### src/rtl/fifo_rd_arbiter.sv
// fifo_rd_arbiter: round-robin burst arbiter sharing one async-FIFO read port among NREQ requesters
module fifo_rd_arbiter #(
    parameter int NREQ      = 4,
    parameter int BURST_LEN = 8,
    parameter int IDW       = $clog2(NREQ)
) (
    input  logic            rclk_i,
    input  logic            rrst_i,
    input  logic [NREQ-1:0] req_i,
    input  logic            fifo_empty_i,
    input  logic            fifo_almost_empty_i,
    output logic            ren_o,
    output logic [NREQ-1:0] gnt_o,
    output logic [IDW-1:0]  gnt_id_o,
    output logic [NREQ-1:0] rvalid_o,
    output logic            burst_done_o,
    output logic            busy_o
);
    localparam int CW = $clog2(BURST_LEN + 1);
    localparam logic [1:0] IDLE  = 2'd0;
    localparam logic [1:0] BURST = 2'd1;
    localparam logic [1:0] GAP   = 2'd2;

    logic [1:0]     state;
    logic [IDW-1:0] rr_ptr;
    logic [IDW-1:0] win;
    logic [IDW-1:0] idx;
    logic [IDW-1:0] nxt_ptr;
    logic           found;
    logic [CW-1:0]  cnt;
    logic           burst_end;
    logic           unused_almost_empty;

    // Empty is checked combinationally on every pop, so almost-empty carries no extra information here
    assign unused_almost_empty = fifo_almost_empty_i;
    assign ren_o     = (state == BURST) & ~rrst_i & req_i[gnt_id_o] & ~fifo_empty_i;
    assign busy_o    = (state != IDLE);
    assign burst_end = (ren_o & (cnt == CW'(BURST_LEN - 1))) | ~req_i[gnt_id_o] | fifo_empty_i;
    assign nxt_ptr   = (win == IDW'(NREQ - 1)) ? '0 : win + 1'b1;

    // Round-robin search from rr_ptr; scanning downward lets the nearest requester overwrite farther ones
    always_comb begin
        win   = '0;
        found = 1'b0;
        idx   = '0;
        for (int i = NREQ - 1; i >= 0; i--) begin
            idx = IDW'((int'(rr_ptr) + i) % NREQ);
            if (req_i[idx]) begin
                win   = idx;
                found = 1'b1;
            end
        end
    end

    // FSM, grant, word counter and read-valid pipeline
    always_ff @(posedge rclk_i) begin
        if (rrst_i) begin
            state        <= IDLE;
            rr_ptr       <= '0;
            cnt          <= '0;
            gnt_o        <= '0;
            gnt_id_o     <= '0;
            rvalid_o     <= '0;
            burst_done_o <= 1'b0;
        end else begin
            rvalid_o     <= ren_o ? gnt_o : '0;
            burst_done_o <= 1'b0;
            if (state == IDLE) begin
                if (found & ~fifo_empty_i) begin
                    state    <= BURST;
                    gnt_o    <= NREQ'(1) << win;
                    gnt_id_o <= win;
                    cnt      <= '0;
                    rr_ptr   <= nxt_ptr;
                end
            end else if (state == BURST) begin
                cnt <= cnt + CW'(ren_o);
                if (burst_end) begin
                    state        <= GAP;
                    gnt_o        <= '0;
                    gnt_id_o     <= '0;
                    burst_done_o <= 1'b1;
                end
            end else begin
                state <= IDLE;
            end
        end
    end
endmodule

### config.mk
export PLATFORM = sky130hd
export DESIGN_NAME = fifo_rd_arbiter
export DESIGN_NICKNAME = d
export VERILOG_FILES = /design/src/rtl/fifo_rd_arbiter.sv
export SDC_FILE = /design/constraint.sdc
export NUM_CORES = 1
export LEC_CHECK = 0
export ABC_AREA = 1
export CAP_MARGIN = 0
export CORE_MARGIN = 2
export CORE_UTILIZATION = 54
export DETAILED_ROUTE_END_ITERATION = 16
export PLACE_DENSITY = 0.86
export SETUP_SLACK_MARGIN = 0.05
export SLEW_MARGIN = 30
export SYNTH_ARGS = -nofsm -noshare
export SYNTH_HDL_FRONTEND = slang
export SYNTH_SLANG_ARGS = --single-unit
export TNS_END_PERCENT = 5
### constraint.sdc
create_clock -name rclk_i -period 4.8 [get_ports rclk_i]
set_input_delay 0.96 -clock rclk_i [delete_from_list [all_inputs] [get_ports rclk_i]]
set_output_delay 0.96 -clock rclk_i [all_outputs]
set_load 0.005 [all_outputs]
==> summary.md, run 1 <==
| Metric | Value |
|---|---|
| Final HPWL DP | `1680 um` |
| Total gr overflow | `0` |
| Cell taking the most area after synthesis | `dfxtp_1` |
| Post-synthesis sequential area ratio | `35.5%` |
| Reg-to-reg critical path endpoint | `rr_ptr[1]$_SDFFE_PP0P_` |
| Worst EP required | `3840 ps` |
| Actual slew at the worst max-slew pin | `433 ps` |
| Critical path type | `in -> out` |
| Int Power | `307 uW` |
| Ports | `21` |
| Clock buffer depth | `2` |
| Top cells by area, synth | `dfxtp_1 (36%), nand2_1 (15%), inv_1 (7.4%), ha_1 (7.0%), nand2_2 (5.8%)` |
| Avg WL per Cell | `10.3 um` |
| IO buf count | `19` |
| Async SR Flop Fraction | `0%` |
| Clock root buffer | `clkbuf_4` |
| Pwr Density | `406 nW/um^2` |
| Total number of yosys warnings | `0` |
| Number of flops mapped to enable cells by yosys | `0` |
| Hold WC Path Type | `reg -> reg` |
| Insertion delay to the later sink of the worst-skew pair | `300 ps` |
| NetSw | `220 uW` |
| Initial Util | `55.7%` |
| Final worst path period need | `3790 ps` |
| DP Cell Count | `196` |
| Gr usage total | `20.1%` |
| Core area | `1920 um^2` |
| Drt first pass iters | `4` |
| Non-Filler Instances | `200` |
| Num Clock Sinks | `19` |
| Sw Ratio | `41.7%` |
| Vias in the first global route | `944` |
| Status | `complete, no violations` |
| Fmax achieved | `264 MHz` |
| # rows | `16` |
| Yosys top cell area share | `35.5%` |
| Via density | `4.91` |
| VDD IR max | `0.254 mV` |
| Diodes inserted | `0` |
| Clk_skew | `9.76 ps` |
| WHS Path Cells | `2` |
| Yosys reg bits | `19` |
| Reg2reg start | `rr_ptr[0]$_SDFFE_PP0P_` |
| Syn Nets | `166` |
| Post-route ant nets | `0` |
| Worst relative slew slack | `71.1%` |
| Max FO, Critical Path | `9` |
| Post-cts gate resize count | `0` |
| Arr. time, crit path | `2830 ps` |
| Die Height | `48.5 um` |
| Hold_sp | `gnt_o[3]$_SDFFE_PP0P_` |
| Fraction of layout cells with a size suffix above 1 | `15.6%` |
| First-pass GRT wire length | `3730 um` |
| Area growth syn-to-layout | `21.4%` |
| Worst reg2reg path depth | `12` |
| Initial drt markers | `25` |
| Nets | `188` |
| DIE AREA | `2360 um^2` |
| Hold Path End | `rvalid_o[3]$_SDFF_PP0_` |
| TritonCTS buffer count | `3` |
| Commonest cells in the synthesized netlist | `nand2_1 (44), inv_1 (21), dfxtp_1 (19)` |
| Post-CTS Setup Inserts | `0` |
| RSZ-0062 raised after global routing | `false` |
| Overall power consumption | `527 uW` |
| Post-synth cell types | `20` |
| Leak Pwr | `0.553 nW` |
| Endpoints failing setup | `0` |
| Clk network pwr share | `15.2%` |
| Slew Viols, Final | `0` |
| Final Core Density | `67.6%` |
| Final period utilization | `79.0%` |
| Largest net degree at the start of global routing | `12` |
| # hold bufs at CTS | `0` |
| Post-Syn Instances | `152` |
| Worst setup EP type | `output port` |
| Sequential share of power | `37.9%` |
| Post-route DRC | `0` |
| Syn avg cell area | `7.05 um^2` |
| Die X | `48.5 um` |
| Max-Cap Viols | `0` |
| Total wire length | `2060 um` |
| Worst path cell trace | `clkdlybuf4s50_1, nor2_2, inv_1, nor3_1, clkdlybuf4s50_1` |
| Post-synthesis instance area | `1070 um^2` |
| Setup TNS | `0 ps` |
| CP startpoint kind | `primary input` |
| Initial antenna violation count | `0` |
| Most Frequent Cell on Critical Path | `clkdlybuf4s50_1` |
| TritonCTS clock tree | `built` |
| Final hold vios | `0` |
| Most used DFF post-synth | `dfxtp_1` |
| Cell with the most instances after synthesis | `nand2_1` |
| Clk slew on worst S/H paths | `110 ps` |
| Worst reg-to-reg setup slack | `2700 ps` |
| Placer Congestion | `0.895` |
| Crit path from | `rrst_i` |
| Logic pwr share | `46.8%` |
| Detailed-route via count | `982` |
| Slowest-stage cell, CP | `clkdlybuf4s50_1` |
| CP peak stage delay | `580 ps` |
| H-tree depth | `1` |
-- through the flow --
stage               setup slack, ps  cell area (um^2)  hold WS [ps]
floorplan                      2220              1070           438
global placement               1060              1270           432
detailed placement             1020              1270           433
CTS                            1020              1300           440
global route                    910              1300           465
finish                         1010              1300           436
-- area by class of cell --
cell class | instances | area (um^2)
clock buffer | 3 | 22.5
clock inverter | 1 | 5.00
fill | 158 | 622
inverter | 24 | 95.1
multi-input combinational | 107 | 573
sequential | 19 | 380
tap | 27 | 33.8
timing repair buffer | 19 | 190
-- power groups by stage --
stage | clock [mW] | sequential (mW) | combinational (mW)
after global placement | 0 | 0.203 | 0.237
after CTS | 0.0837 | 0.200 | 0.248
final | 0.0803 | 0.200 | 0.247
after floorplan | 0 | 0.196 | 0.186
after detailed placement | 0 | 0.204 | 0.247
after global routing | 0.0911 | 0.204 | 0.280
-- cell usage in the layout, fill, tap and decap left out, types with 6 or more instances in the layout --
master and instances:
nand2_1 44, inv_1 21, dfxtp_1 19, clkdlybuf4s50_1 19
nand2_2 10, a21oi_1 10, nor2_1 8, o21ai_0 8
nand3_1 6, ha_1 6
-- sequential cells by signal, indices dropped and copies added, names as in the netlist --
signal,flops
cnt,4
gnt_o,4
rvalid_o,4
gnt_id_o,2
rr_ptr,2
state,2
burst_done_o,1
-- worst max-delay path, delay by kind of cell --
kind,cells,cell delay [ps]
buf+inv,3,1250
simple gates,2,610
-- cells by family after synthesis --
kind of cell | share of synthesized area, %
buf+inv | 11.0
fa+ha+maj | 7.01
simple gates | 34.7
compound gates | 11.8
flops | 35.5
-- worst max path at each step --
stage / to / cells after the start
after detailed placement: ren_o / 5
after global placement: ren_o / 5
after floorplan: ren_o / 4
final: ren_o / 5
after global routing: ren_o / 5
after CTS: ren_o / 5
-- per-layer routing --
layer	global-route usage (%)	routed length, um	vias to the layer above
met4	8.10	34	0
li1	-	-	515
met2	36.8	980	19
met5	0	0	-
met3	5.25	89	5
met1	22.0	950	443
(Power assumes the default switching activity.)
==> inputs of run 2 (changes only) <==
- CORE_UTILIZATION: 54 -> 45
- PLACE_DENSITY: 0.86 -> 0.77
- clock period: 4.8 -> 3.13 ns (I/O delays scaled with it)
==> run 2 against run 1 <==
Effect of this change:
- register-to-register slack worse by 1700 ps
- via count grew 0.41%
- largest cell class unchanged
- setup slack worse by 730 ps
- critical path depth did not move
- clock skew fell by 8.1 ps
- utilization down 8.8 points
- non-clock buffer count rose by 2
- sequential power increased by 55%
==> summary.md, run 2 (synthesized netlist as in run 1, its figures left out) <==
| Metric | Value |
|---|---|
| Clk_skew | `1.68 ps (-8.08 ps)` |
| CP peak stage delay | `550 ps (-30 ps)` |
| Max FO, Critical Path | `4 (-5)` |
| Sw Ratio | `41.4% (-0.30 points)` |
| Hold WC Path Type | `reg -> reg` |
| # hold bufs at CTS | `0 (unchanged)` |
| Nets | `190 (+1.1%)` |
| Clk slew on worst S/H paths | `100 ps (about the same)` |
| Endpoints failing setup | `0 (unchanged)` |
| Post-route ant nets | `0 (unchanged)` |
| Crit path from | `rrst_i` |
| Fillers | `223 (+41%)` |
| Pwr Density | `617 nW/um^2 (+52%)` |
| Worst reg-to-reg setup slack | `1010 ps (-1690 ps)` |
| Final worst path period need | `2860 ps` |
| Leak Pwr | `0.560 nW (+1.4%)` |
| Critical path type | `in -> out` |
| Setup TNS | `0 ps (unchanged)` |
| Reg2reg start | `rr_ptr[0]$_SDFFE_PP0P_` |
| TritonCTS buffer count | `3 (unchanged)` |
| Num Clock Sinks | `19 (unchanged)` |
| Detailed-route via count | `986 (+0.41%)` |
| Most frequent cells in the layout | `nand2_1 (44), inv_1 (21), dfxtp_1 (19), clkdlybuf4s50_1 (19)` |
| Non-Filler Instances | `203 (+1.5%)` |
| Clock root buffer | `clkbuf_4` |
| Post-route DRC | `0 (unchanged)` |
| Final period utilization | `91.2%` |
| Drt first pass iters | `4 (unchanged)` |
| Total gr overflow | `0 (unchanged)` |
| TritonCTS clock tree | `built` |
| Most common cell after layout, fill and taps aside | `nand2_1` |
| VDD IR max | `0.360 mV (+42%)` |
| Die Height | `52.8 um (+8.8%)` |
| CP startpoint kind | `primary input` |
| # rows | `17 (+1)` |
| First-pass GRT wire length | `3770 um (+0.94%)` |
| Slew Viols, Final | `0 (unchanged)` |
| Max-Cap Viols | `0 (unchanged)` |
| Worst EP required | `2500 ps (-1340 ps)` |
| DIE AREA | `2790 um^2 (+18%)` |
| Status | `complete, no violations` |
| Avg WL per Cell | `10.9 um (+5.8%)` |
| Arr. time, crit path | `2230 ps (-600 ps)` |
| H-tree depth | `1 (unchanged)` |
| Total wire length | `2210 um (+7.3%)` |
| Area growth syn-to-layout | `22.8%` |
| Vias in the first global route | `954 (+1.1%)` |
| Worst relative slew slack | `68.3% (-2.7 points)` |
| Post-route cell area | `1320 um^2 (+1.2%)` |
| Final Core Density | `58.9% (-8.8 points)` |
| Most Frequent Cell on Critical Path | `clkdlybuf4s50_1` |
| Fmax achieved | `350 MHz` |
| Diodes inserted | `0 (unchanged)` |
| Fraction of layout cells with a size suffix above 1 | `16.0% (+0.39 points)` |
| RSZ-0062 raised after global routing | `false` |
| Sequential share of power | `38.2% (+0.3 points)` |
| Insertion delay to the later sink of the worst-skew pair | `290 ps (about the same)` |
| Clk network pwr share | `15.1% (about the same)` |
| Actual slew at the worst max-slew pin | `474 ps (+40.9 ps)` |
| Placer Congestion | `0.788 (-12%)` |
| Worst reg2reg path depth | `12 (unchanged)` |
| Worst setup EP type | `output port` |
| Die X | `52.8 um (+8.8%)` |
| Reg-to-reg critical path endpoint | `rr_ptr[1]$_SDFFE_PP0P_` |
| Initial drt markers | `24 (-4.0%)` |
| NetSw | `336 uW (+53%)` |
| Largest regs | `cnt x4, gnt_o x4, rvalid_o x4` |
| Final hold vios | `0 (unchanged)` |
| Slowest-stage cell, CP | `clkdlybuf4s50_1` |
| Worst path cell trace | `clkdlybuf4s50_1, nor2_2, inv_1, nor3_1, clkdlybuf4s50_1` |
| Final HPWL DP | `1750 um (+4.4%)` |
| Clock buffer depth | `2 (unchanged)` |
| Logic pwr share | `46.7% (about the same)` |
| Via density | `4.86 (-1.1%)` |
| Placed inst area | `1290 um^2 (+1.3%)` |
| Post-cts gate resize count | `0 (unchanged)` |
| DP Cell Count | `199 (+1.5%)` |
| Core area | `2230 um^2 (+16%)` |
| IO buf count | `19 (unchanged)` |
| Ports | `21 (unchanged)` |
| Initial Util | `48.0% (-7.8 points)` |
| Int Power | `475 uW (+55%)` |
| Gr usage total | `18.3% (-1.8 points)` |
| Initial antenna violation count | `0 (unchanged)` |
| Post-CTS Setup Inserts | `0 (unchanged)` |
| Largest net degree at the start of global routing | `11 (-1)` |
| Critical Path End | `ren_o` |
## run 2: power groups by stage
stage | Clock (mW) | Sequential (mW) | Combinational (mW)
final | 0.123 | 0.310 | 0.379
after global routing | 0.136 | 0.313 | 0.436
after CTS | 0.127 | 0.309 | 0.381
after detailed placement | 0 | 0.313 | 0.378
after global placement | 0 | 0.311 | 0.368
after floorplan | 0 | 0.301 | 0.286
## run 2: worst max-delay path, delay by kind of cell
kind	cells	cell delay, ps
buffers and inverters	3	1110
AND/OR/NAND/NOR	2	490
## run 2: how the worst min path moves through the flow
stage	startpoint	end	slack, ps	cells past startpoint
floorplan	gnt_o[0]$_SDFFE_PP0P_	rvalid_o[0]$_SDFF_PP0_	440	2
global placement	gnt_o[0]$_SDFFE_PP0P_	rvalid_o[0]$_SDFF_PP0_	430	2
detailed placement	gnt_o[1]$_SDFFE_PP0P_	rvalid_o[1]$_SDFF_PP0_	430	2
CTS	gnt_o[3]$_SDFFE_PP0P_	rvalid_o[3]$_SDFF_PP0_	450	2
global route	gnt_o[3]$_SDFFE_PP0P_	rvalid_o[3]$_SDFF_PP0_	460	2
finish	gnt_o[1]$_SDFFE_PP0P_	rvalid_o[1]$_SDFF_PP0_	450	2
## run 2: area by class of cell
type | instances | area, um^2 | area share (%)
Clock buffer | 4 | 26.3 | 2.00
Inverter | 24 | 95.1 | 7.23
Multi-Input combinational cell | 107 | 573 | 43.6
Sequential cell | 19 | 380 | 28.9
Tap cell | 28 | 35.0 | 2.66
Timing Repair Buffer | 21 | 205 | 15.6
## run 2: per-layer routing
layer | GRT usage [%] | part of all wire, % | routed length (um) | vias to the layer above
met5 | 0 | 0 | 0 | -
met4 | 3.85 | 0.54 | 12 | 0
met3 | 5.14 | 4.1 | 91 | 2
met2 | 34.0 | 51 | 1130 | 22
met1 | 20.4 | 44 | 974 | 440
li1 | - | - | - | 522
## run 2: through the flow
stage	setup WS, ps	total power [mW]	hold slack, ps
2_1_floorplan	1030	0.587	438
3_3_place_gp	335	0.679	429
3_5_place_dp	295	0.692	434
4_1_cts	293	0.817	452
5_1_grt	218	0.886	462
6_report	275	0.811	454
==> inputs of run 3 (changes only) <==
- SKIP_LAST_GASP: not set -> 1
==> results of run 3 <==
Final layout, timing and power as in run 2 (identical DEF).
